$ cat config.mk
export PLATFORM = sky130hd
export DESIGN_NAME = capadj_trim_ctrl
export DESIGN_NICKNAME = d
export VERILOG_FILES = /design/src/rtl/capadj_trim_ctrl.sv
export SDC_FILE = /design/constraint.sdc
export NUM_CORES = 1
export LEC_CHECK = 0
export ABC_AREA = 0
export CAP_MARGIN = 20
export CELL_PAD_IN_SITES_DETAIL_PLACEMENT = 1
export CELL_PAD_IN_SITES_GLOBAL_PLACEMENT = 1
export CORE_MARGIN = 4
export CORE_UTILIZATION = 46
export DETAILED_ROUTE_END_ITERATION = 7
export GPL_ROUTABILITY_DRIVEN = 0
export HOLD_SLACK_MARGIN = 0.08
export PLACE_DENSITY = 0.86
export RECOVER_POWER = 100
export SLEW_MARGIN = 20
export SYNTH_ARGS = -nofsm -noshare
export SYNTH_HDL_FRONTEND = slang
export SYNTH_SLANG_ARGS = --single-unit
$ cat constraint.sdc
create_clock -name CELCLK -period 4 [get_ports CELCLK]
set_input_delay 0.6 -clock CELCLK [delete_from_list [all_inputs] [get_ports CELCLK]]
set_output_delay 0.6 -clock CELCLK [all_outputs]
set_load 0.05 [all_outputs]
$ cat src/rtl/capadj_trim_ctrl.sv
// capadj_trim_ctrl: drives the 3-bit capacitoradjust pin of the adjustable
// MIM capacitor bricks. Ramps to a requested code one LSB per dwell period
// and runs a 3-step SAR calibration against a synchronized loop comparator.
module capadj_trim_ctrl #(
  parameter logic [2:0] POR_CODE = 3'd7,
  parameter int         DWELL    = 16,
  parameter int         SETTLE   = 32
) (
  input  logic       CELCLK,
  input  logic       CELRSTB,
  input  logic       req,
  input  logic [2:0] code_in,
  output logic       ack,
  input  logic       cal_start,
  input  logic       cmp,
  output logic       cal_done,
  output logic [2:0] cal_code,
  output logic       busy,
  output logic [2:0] capacitoradjust
);

  localparam logic [7:0] DWELL_M1  = 8'(DWELL - 1);
  localparam logic [7:0] SETTLE_M1 = 8'(SETTLE - 1);

  typedef enum logic [2:0] {
    S_IDLE  = 3'd0,
    S_RAMP  = 3'd1,
    S_ACK   = 3'd2,
    S_CAL   = 3'd3,
    S_CDONE = 3'd4
  } state_t;

  state_t     state_q, state_d;
  logic [2:0] code_q, code_d;
  logic [2:0] tgt_q, tgt_d;
  logic [7:0] cnt_q, cnt_d;      // shared dwell / settle timer
  logic [1:0] bit_q, bit_d;      // SAR trial bit index
  logic [2:0] res_q, res_d;      // SAR partial result
  logic [2:0] calc_q, calc_d;
  logic       ack_q, ack_d;
  logic       done_q, done_d;
  logic       busy_q, busy_d;
  logic       sync1_q, sync2_q;

  logic [2:0] step_s;
  logic [2:0] new_r_s;

  // One-hot mask for a SAR bit index.
  function automatic logic [2:0] bit_mask(input logic [1:0] idx);
    logic [2:0] m;
    case (idx)
      2'd0:    m = 3'b001;
      2'd1:    m = 3'b010;
      2'd2:    m = 3'b100;
      default: m = 3'b000;
    endcase
    return m;
  endfunction

  // Two-flop synchronizer for the asynchronous comparator.
  always_ff @(posedge CELCLK) begin
    if (!CELRSTB) begin
      sync1_q <= 1'b0;
      sync2_q <= 1'b0;
    end else begin
      sync1_q <= cmp;
      sync2_q <= sync1_q;
    end
  end

  // Next-state and registered-output logic for ramp and calibration.
  always_comb begin
    state_d = state_q;
    code_d  = code_q;
    tgt_d   = tgt_q;
    cnt_d   = cnt_q;
    bit_d   = bit_q;
    res_d   = res_q;
    calc_d  = calc_q;
    ack_d   = 1'b0;
    done_d  = 1'b0;
    step_s  = (tgt_q > code_q) ? (code_q + 3'd1) : (code_q - 3'd1);
    new_r_s = sync2_q ? (res_q | bit_mask(bit_q)) : res_q;
    case (state_q)
      S_IDLE: begin
        if (cal_start) begin
          // Calibration wins over a simultaneous ramp request.
          state_d = S_CAL;
          code_d  = 3'b100;
          cnt_d   = SETTLE_M1;
          bit_d   = 2'd2;
          res_d   = 3'b000;
        end else if (req) begin
          tgt_d = code_in;
          if (code_in == code_q) begin
            state_d = S_ACK;   // null ramp: ack follows one cycle later
          end else begin
            state_d = S_RAMP;
            cnt_d   = DWELL_M1;
          end
        end else begin
          state_d = S_IDLE;
        end
      end
      S_RAMP: begin
        if (cnt_q == 8'd0) begin
          code_d = step_s;
          cnt_d  = DWELL_M1;
          if (step_s == tgt_q) begin
            state_d = S_ACK;
            ack_d   = 1'b1;
          end else begin
            state_d = S_RAMP;
          end
        end else begin
          cnt_d = cnt_q - 8'd1;
        end
      end
      S_ACK: begin
        // ack_q already high means the pulse is being shown now.
        if (ack_q) begin
          state_d = S_IDLE;
        end else begin
          ack_d = 1'b1;
        end
      end
      S_CAL: begin
        if (cnt_q == 8'd0) begin
          res_d = new_r_s;
          if (bit_q != 2'd0) begin
            code_d = new_r_s | bit_mask(bit_q - 2'd1);
            cnt_d  = SETTLE_M1;
            bit_d  = bit_q - 2'd1;
          end else begin
            code_d  = new_r_s;
            calc_d  = new_r_s;
            done_d  = 1'b1;
            state_d = S_CDONE;
          end
        end else begin
          cnt_d = cnt_q - 8'd1;
        end
      end
      S_CDONE: begin
        state_d = S_IDLE;
      end
      default: begin
        state_d = S_IDLE;
      end
    endcase
    busy_d = (state_d != S_IDLE);
  end

  // State and output registers with synchronous active-low reset.
  always_ff @(posedge CELCLK) begin
    if (!CELRSTB) begin
      state_q <= S_IDLE;
      code_q  <= POR_CODE;
      tgt_q   <= POR_CODE;
      cnt_q   <= 8'd0;
      bit_q   <= 2'd0;
      res_q   <= 3'd0;
      calc_q  <= POR_CODE;
      ack_q   <= 1'b0;
      done_q  <= 1'b0;
      busy_q  <= 1'b0;
    end else begin
      state_q <= state_d;
      code_q  <= code_d;
      tgt_q   <= tgt_d;
      cnt_q   <= cnt_d;
      bit_q   <= bit_d;
      res_q   <= res_d;
      calc_q  <= calc_d;
      ack_q   <= ack_d;
      done_q  <= done_d;
      busy_q  <= busy_d;
    end
  end

  assign capacitoradjust = code_q;
  assign cal_code        = calc_q;
  assign ack             = ack_q;
  assign cal_done        = done_q;
  assign busy            = busy_q;

endmodule

==> reports/metrics.cfg <==
[timing]
final_hold_viol_count=0
min_period_ns=3.40
min_period_over_period_pct=85.1
skew_ns=0.00252
setup_viol=0
fmax_mhz=294
whs_ns=0.432
max-slew-margin-rel_pct=13.8
tightest_slew_ns=1.28
setup_tns_ns=0
fin_ws_ns=0.597
rsz0062_at_grt=no
maxSlewViolCount=0

[logic_synthesis]
ys_top_cells_by_count=dfxtp_1 (30), nand2_1 (18), a21oi_1 (12), inv_1 (12), nor2_1 (12)
synth_cell_types=57
async_flop_share_pct=0
synth.most_common_cell=dfxtp_1
ys_ff_latch=30
synth.avg_cell_area_sq_um=8.52
syn_area_sq_um=1730
yosysWarnings=0
synth.yosys.seq_area_share_pct=34.7
ys.flop_type=dfxtp_1
yosysTopAreaCell=dfxtp_1
synth-edff-count=0
syn_inst=203
synth_top_cell_area_share_pct=34.7
netlist_top_cells_area=dfxtp_1 (35%), ha_1 (6.5%), nand2_1 (3.9%)
synthesis.nets=221

[routing]
dr.first_iter.drc_count=82
antenna_left=0
routedWlPerCell_microns=18.4
viasPerCell=6.00
num_vias=1589
drt_pass1_iterations=4
drt-total-wl_microns=4870
drc_errors=0

[critical_path]
cp.required_ns=4.18
r2r_cells=9
cp_slowest_cell=o21ai_0
rrSetupSlack_ns=1.12
slowest_delay_ns=1.02
worst-path-buf-inv=1
path_cells=dlygate4sd3_1, nor4b_1, nor2_1, o21ai_0, o21ai_0, a32o_1
r2r-end=state_q[0]
critical-path-top-delay-family=compound AO/OA/AOI/OAI gates
crit_type=primary input to flop
reg2reg_from=capacitoradjust[1]
crit_arrival_ns=3.58
critPathMaxFanout=12
cpMostUsedCell=o21ai_0
critPathLaunchType=primary input
critPathCaptureType=flop

[cts]
clockBufferDepth=2
post_cts_buffers=0
hold_buffers=0
clock_latency_ns=0.28
htreeDepth=2
cts_sinks=30
ctsRootBufferMaster=clkbuf_8
cts-resized-gates=0
cts_tree=built
clk_pin_slew_ns=0.06
numCtsBuffers=5

[global_routing]
grt_use_met1_pct=24.9
antenna_found_initial=0
grt_pass1_vias=1704
grt_pass1_wl_microns=8370
grt-busiest-layer=met2
grt_start_max_net_pins=21
use_met2_pct=38.0
grt_usage_pct=21.5
overflow=0
grtUsageMet3_pct=5.07

[hold_path]
hp-class=flop to flop
holdPathStages=1
hold_end=sync2_q
min_from=sync1_q

[place]
place_ws_ns=1.06
dp_cells=258
port_buffers=16
post_dp_cell_area_sq_um=1910
dp_hpwl_microns=3590

[layout]
drive_gt1_share_pct=4.15
syn_to_final_growth_pct=13.7
antennaDiodeCount=0
finalCoreUtilization_pct=53.8
nNetsFinal=235
fin_area_sq_um=1970
stdcell_count=265

[flow_run]
maxCapViolations=0

[die]
core-area_sq_um=3660
die_w_microns=69.3
rows=22
die_y_microns=69.3
initial_core_util_pct=47.3
pin_count=17
die-area_sq_um=4810

[pwr]
cellPowerDensity_nw_per_um2=785
leakage_nw=0.726
peakVddDrop_v=0.000321
power_mw=1.54

[run_status]
status=completed

worst max path at each step:
| stage | end | cells after the start | from |
|---|---|---|---|
| final | cnt_q[7] | 6 | cal_start |
| after CTS | state_q[0] | 9 | capacitoradjust[1] |
| after global placement | cnt_q[7] | 6 | cal_start |
| after floorplan | state_q[0] | 10 | capacitoradjust[1] |
| after detailed placement | cnt_q[7] | 6 | cal_start |
| after global routing | cnt_q[7] | 6 | cal_start |
layout by cell type, fill, tap and decap left out, drive strengths merged, types with 3 or more instances in the layout:
cell           netlist  routed
ha                   9       9
clkbuf               6       8
nand2               18      18
and2                 6       6
nor2                13      13
clkdlybuf4s50        0       4
nor3b                3       3
nand2b               4       4
a21oi               12      12
nor3                 7       7
nor4                 5       5
xor2                 3       3
a31oi                4       4
a211oi               3       3
dlygate4sd3          0      12
nand3                3       3
inv                 12      12
nor2b                3       3
a311oi               3       3
xnor2                6       6
o21ai               16      16
dfxtp               30      30
area by class of cell:
cell class                 count  area, sq um
inverter                      12         45.0
tap                           48         60.1
fill                         455         1690
multi-input combinational    151         1020
timing repair buffer          17          164
sequential                    30          601
clock buffer                   7         76.3
state kept, by name, summed over array words and instances, names as in the netlist:
| name | cells |
|---|---|
| cal_done | 1 |
| sync1_q | 1 |
| cnt_q | 8 |
| cal_code | 3 |
| res_q | 3 |
| tgt_q | 3 |
| busy | 1 |
| bit_q | 2 |
| state_q | 3 |
| sync2_q | 1 |
| capacitoradjust | 3 |
| ack | 1 |
kinds of logic (layout without fill, tap and decap cells):
group                    after synthesis  after routing  share of synthesized area [%]
AND/OR/NAND/NOR                       74             74                           25.2
XOR/XNOR                               9              9                           4.56
AO/OA/AOI/OAI                         57             57                           21.8
flip-flops                            30             30                           34.7
multiplexers                           1              1                          0.578
adder cells (fa/ha/maj)               10             10                           7.66
buffers and inverters                 22             36                           5.57
where the power goes:
group	switching, mW	internal (mW)	total (mW)
clock	0.114	0.120	0.233
combinational	0.509	0.319	0.828
sequential	0.116	0.367	0.484
routing by layer:
layer / vias to the layer above / wire length [microns]
met3: 13 / 205
li1: 763 / -
met2: 40 / 2500
met1: 773 / 2050
met4: 0 / 119
met5: - / 0
(Power assumes the default switching activity.)
==> patch 1: new RTL, same settings <==
The 5 states of `state_t` get a one-hot encoding in 5 bits.
--- a/src/rtl/capadj_trim_ctrl.sv
+++ b/src/rtl/capadj_trim_ctrl.sv
@@ -22,12 +22,12 @@
   localparam logic [7:0] DWELL_M1  = 8'(DWELL - 1);
   localparam logic [7:0] SETTLE_M1 = 8'(SETTLE - 1);
 
-  typedef enum logic [2:0] {
-    S_IDLE  = 3'd0,
-    S_RAMP  = 3'd1,
-    S_ACK   = 3'd2,
-    S_CAL   = 3'd3,
-    S_CDONE = 3'd4
+  typedef enum logic [4:0] {
+    S_IDLE  = 5'b00001,
+    S_RAMP  = 5'b00010,
+    S_ACK   = 5'b00100,
+    S_CAL   = 5'b01000,
+    S_CDONE = 5'b10000
   } state_t;
 
   state_t     state_q, state_d;
Function: no difference found for any inputs over 10 cycles, from zero or initial values and one cycle with CELRSTB low; not proved beyond that.
==> patch 1 against the unedited design <==
  * Wire length rose by 3.1%
  * Sequential cell count is 2 higher
  * Worst hold slack better by 27 ps
  * Synthesized area grew 4.8%
  * Setup slack improved by 600 ps
  * Design area increased by 5.3%
  * Die area increased by 4.2%
  * Critical path type is now reg -> reg
Power is not compared: it rests on default switching activity, and its combinational part moved more than twofold at a synthesized area within 25%.
==> patch 1: results (changes against the unedited design) <==
<table>
<tr><th>Metric</th><th>Value</th></tr>
<tr><th colspan="2">Status</th></tr>
<tr><td>Outcome</td><td>finished clean</td></tr>
<tr><th colspan="2">Detailed routing</th></tr>
<tr><td>DR WL/cell</td><td>18.01 microns (-2.1%)</td></tr>
<tr><td>Met3 WL post-DR</td><td>174 microns (-15%)</td></tr>
<tr><td>Initial detailed-routing violation count</td><td>146 (+78%)</td></tr>
<tr><td>Via count</td><td>1704 (+7.2%)</td></tr>
<tr><td>Routed length on met2</td><td>2616 microns (+4.7%)</td></tr>
<tr><th colspan="2">Logic synthesis</th></tr>
<tr><td>Synth area leaders</td><td>dfxtp_1 35%, ha_1 5.5%, a21oi_1 3.6%, inv_1 3.1%, nand2_1 3.1%</td></tr>
<tr><td>Most frequent cells after synthesis</td><td>32 x dfxtp_1, 15 x inv_1, 15 x nand2_1</td></tr>
<tr><td>Unique cell type count in the Yosys netlist</td><td>51 (-11%)</td></tr>
<tr><td>Seq/Total Area, Yosys</td><td>35.33% (+0.63 points)</td></tr>
<tr><th colspan="2">Cells and area</th></tr>
<tr><td>Total area of multi-input combinational cells</td><td>1045 sq um (+2.2%)</td></tr>
<tr><td>Buffering overhead</td><td>7.906% (-0.42 points)</td></tr>
<tr><td>Number of filler cells placed in the layout</td><td>471 (+3.5%)</td></tr>
<tr><td>Number of inverters outside the clock class in the layout</td><td>15 (+3)</td></tr>
<tr><td>Final Net Count</td><td>247 (+5.1%)</td></tr>
<tr><td>Clk tree area frac</td><td>5.190% (+1.3 points)</td></tr>
<tr><td>Proportion of layout cells with a drive suffix above 1</td><td>4.762% (+0.61 points)</td></tr>
<tr><td>Register area</td><td>640.6 sq um (+6.7%)</td></tr>
<tr><th colspan="2">Global routing</th></tr>
<tr><td>Maximum number of pins on one net before global-route repair</td><td>14 (-33%)</td></tr>
<tr><td>Global-route usage over all layers</td><td>21.99% (+0.44 points)</td></tr>
<tr><td>Met2 Usage GRT</td><td>38.72% (+0.69 points)</td></tr>
<tr><td>GR Layer Usage met1</td><td>24.80% (-0.11 points)</td></tr>
<tr><td>Met3 capacity usage during global routing</td><td>5.256% (+0.18 points)</td></tr>
<tr><th colspan="2">Critical path</th></tr>
<tr><td>Slack of the worst reg-to-reg path</td><td>1190 ps (+70 ps)</td></tr>
<tr><td>Worst setup path endpoint</td><td>cnt_q[5]</td></tr>
<tr><td>Slowest cell on crit path</td><td>or4_1</td></tr>
<tr><th colspan="2">Timing</th></tr>
<tr><td>Setup slack after layout</td><td>1193 ps (+595.8 ps)</td></tr>
</table>
==> patch 1: cell count changes after synthesis, sizes merged, moves of 4 or more <==
cell   delta
nor3      +4
or3       +5
o21ai     -6
mux2i     +4
==> patch 1: where the power goes <==
group | switching (mW) | leakage [nW] | internal, mW
Combinational | 0.245 | 0.491 | 0.150
Clock | 0.123 | 0.0552 | 0.185
Sequential | 0.0495 | 0.262 | 0.355
==> patch 1: cells by family (layout without fill, tap and decap cells) <==
kind of cell	after synthesis	after routing	share of synthesized area, %
compound gates	57	57	22.01
xor+xnor	9	9	4.348
fa+ha+maj	9	9	6.626
buf+inv	25	40	5.590
flops	32	32	35.33
mux	5	5	2.761
simple gates	79	79	23.33
==> patch 1: worst min-delay path by stage <==
stage / endpoint
2_1_floorplan: sync2_q
3_3_place_gp: sync2_q
3_5_place_dp: sync2_q
4_1_cts: sync2_q
5_1_grt: sync2_q
6_report: sync2_q
==> patch 2: new RTL, same settings <==
Made on the original files. Set the parameter `DWELL` to 12 (it was 16).
--- a/src/rtl/capadj_trim_ctrl.sv
+++ b/src/rtl/capadj_trim_ctrl.sv
@@ -3,7 +3,7 @@
 // and runs a 3-step SAR calibration against a synchronized loop comparator.
 module capadj_trim_ctrl #(
   parameter logic [2:0] POR_CODE = 3'd7,
-  parameter int         DWELL    = 16,
+  parameter int         DWELL    = 12,
   parameter int         SETTLE   = 32
 ) (
   input  logic       CELCLK,
Behaviour: no difference found for any inputs over 10 cycles, from zero or initial values and one cycle with CELRSTB low; that may be too few to reach the edited logic, so the function may still have changed.
==> patch 2 against the unedited design <==
  * Power down 1.4%
  * Setup slack better by 750 ps
  * Maximum frequency grew 28%
  * Via count fell by 5.0%
  * Synthesized area down 0.22%
  * Count of clock-buffer cells in the layout did not move
  * Design area unchanged
  * Clock power grew 7%
  * Wire length down 7.6%
  * Sequential cell count unchanged
  * Worst hold slack improved by 18 ps
==> patch 2: results (changes against the unedited design) <==
<table>
<tr><th>Metric</th><th>Value</th></tr>
<tr><th colspan="2">Status</th></tr>
<tr><td>Outcome</td><td>finished clean</td></tr>
<tr><th colspan="2">Logic synthesis</th></tr>
<tr><td>Unique cell type count in the Yosys netlist</td><td>48 (-16%)</td></tr>
<tr><td>Seq/Total Area, Yosys</td><td>34.78% (+0.075 points)</td></tr>
<tr><td>Summed instance area of the synthesized netlist</td><td>1727 sq um (-0.22%)</td></tr>
<tr><td>Proportion of netlist area held by the largest area contributor</td><td>34.78% (+0.075 points)</td></tr>
<tr><td>Synth Area in Compound Gates</td><td>21.52% (-0.24 points)</td></tr>
<tr><td>Post-synthesis share of cell area spent on xor and xnor gates</td><td>5.580% (+1.0 points)</td></tr>
<tr><td>Multiplexer fraction of the synthesized cell area</td><td>1.159% (+0.58 points)</td></tr>
<tr><td>Post-synthesis adder-cell area fraction</td><td>7.681% (+0.017 points)</td></tr>
<tr><th colspan="2">Detailed routing</th></tr>
<tr><td>Routed length on met2</td><td>2188 microns (-12%)</td></tr>
<tr><td>Routed wire length</td><td>4501 microns (-7.6%)</td></tr>
<tr><td>Met3 WL post-DR</td><td>197 microns (-3.9%)</td></tr>
<tr><td>Number of detailed-routing iterations run before antenna repair</td><td>5 (+1)</td></tr>
<tr><th colspan="2">Cells and area</th></tr>
<tr><td>Number of inverters outside the clock class in the layout</td><td>11 (-1)</td></tr>
<tr><td>Multi-In Gates</td><td>147 (-2.6%)</td></tr>
<tr><th colspan="2">Pwr</th></tr>
<tr><td>Peak ir drop on the vdd network</td><td>0.3978 mV (+24%)</td></tr>
<tr><td>Net load switching power</td><td>709.4 uW (-4.0%)</td></tr>
<tr><td>Leakage power figure</td><td>0.7849 nW (+8.1%)</td></tr>
<tr><th colspan="2">Critical path</th></tr>
<tr><td>Slowest cell on crit path</td><td>fa_1</td></tr>
<tr><td>Slack of the worst reg-to-reg path</td><td>1340 ps (+220 ps)</td></tr>
<tr><td>Maximum fanout along the worst path</td><td>3 (-9)</td></tr>
<tr><th colspan="2">Placement</th></tr>
<tr><td>Cell Area, Placed</td><td>1904 sq um (-0.13%)</td></tr>
<tr><td>Placed Cells incl. Taps</td><td>251 (-2.7%)</td></tr>
<tr><th colspan="2">Global routing</th></tr>
<tr><td>Wire length of the first global-routing pass</td><td>7610 microns (-9.1%)</td></tr>
<tr><td>Met3 capacity usage during global routing</td><td>6.812% (+1.7 points)</td></tr>
<tr><td>Global-route usage over all layers</td><td>19.48% (-2.1 points)</td></tr>
<tr><th colspan="2">Timing</th></tr>
<tr><td>Maximum achievable frequency</td><td>0.3766 GHz (+28%)</td></tr>
</table>
-- patch 2: cell types whose count changed after synthesis, sizes merged, moves of 4 or more --
cell / before / now
o211a: 0 / 4
nor4: 5 / 1
nand3: 3 / 9
nor2b: 3 / 8
-- patch 2: power groups by stage --
stage	registers, mW	logic [mW]	clock network [mW]
after global placement	0.469	0.768	0
after CTS	0.472	0.832	0.254
after floorplan	0.498	0.598	0
after global routing	0.483	0.886	0.265
final	0.471	0.804	0.250
after detailed placement	0.477	0.812	0
-- patch 2: metrics by stage --
stage                     hold WS [ps]  power (mW)  utilization (%)
after floorplan                  411.9       1.095                -
after global placement           420.1       1.236            54.91
after detailed placement         432.3       1.290            54.91
after CTS                        449.5       1.558            57.54
after global routing             469.8       1.635            56.75
final                            450.6       1.524            56.75
-- patch 2: final timing paths --
path	endpoint	cells after the start
hold / removal	sync2_q	1
setup / recovery	ack	10
setup reg to reg	ack	10
hold reg to reg	sync2_q	1
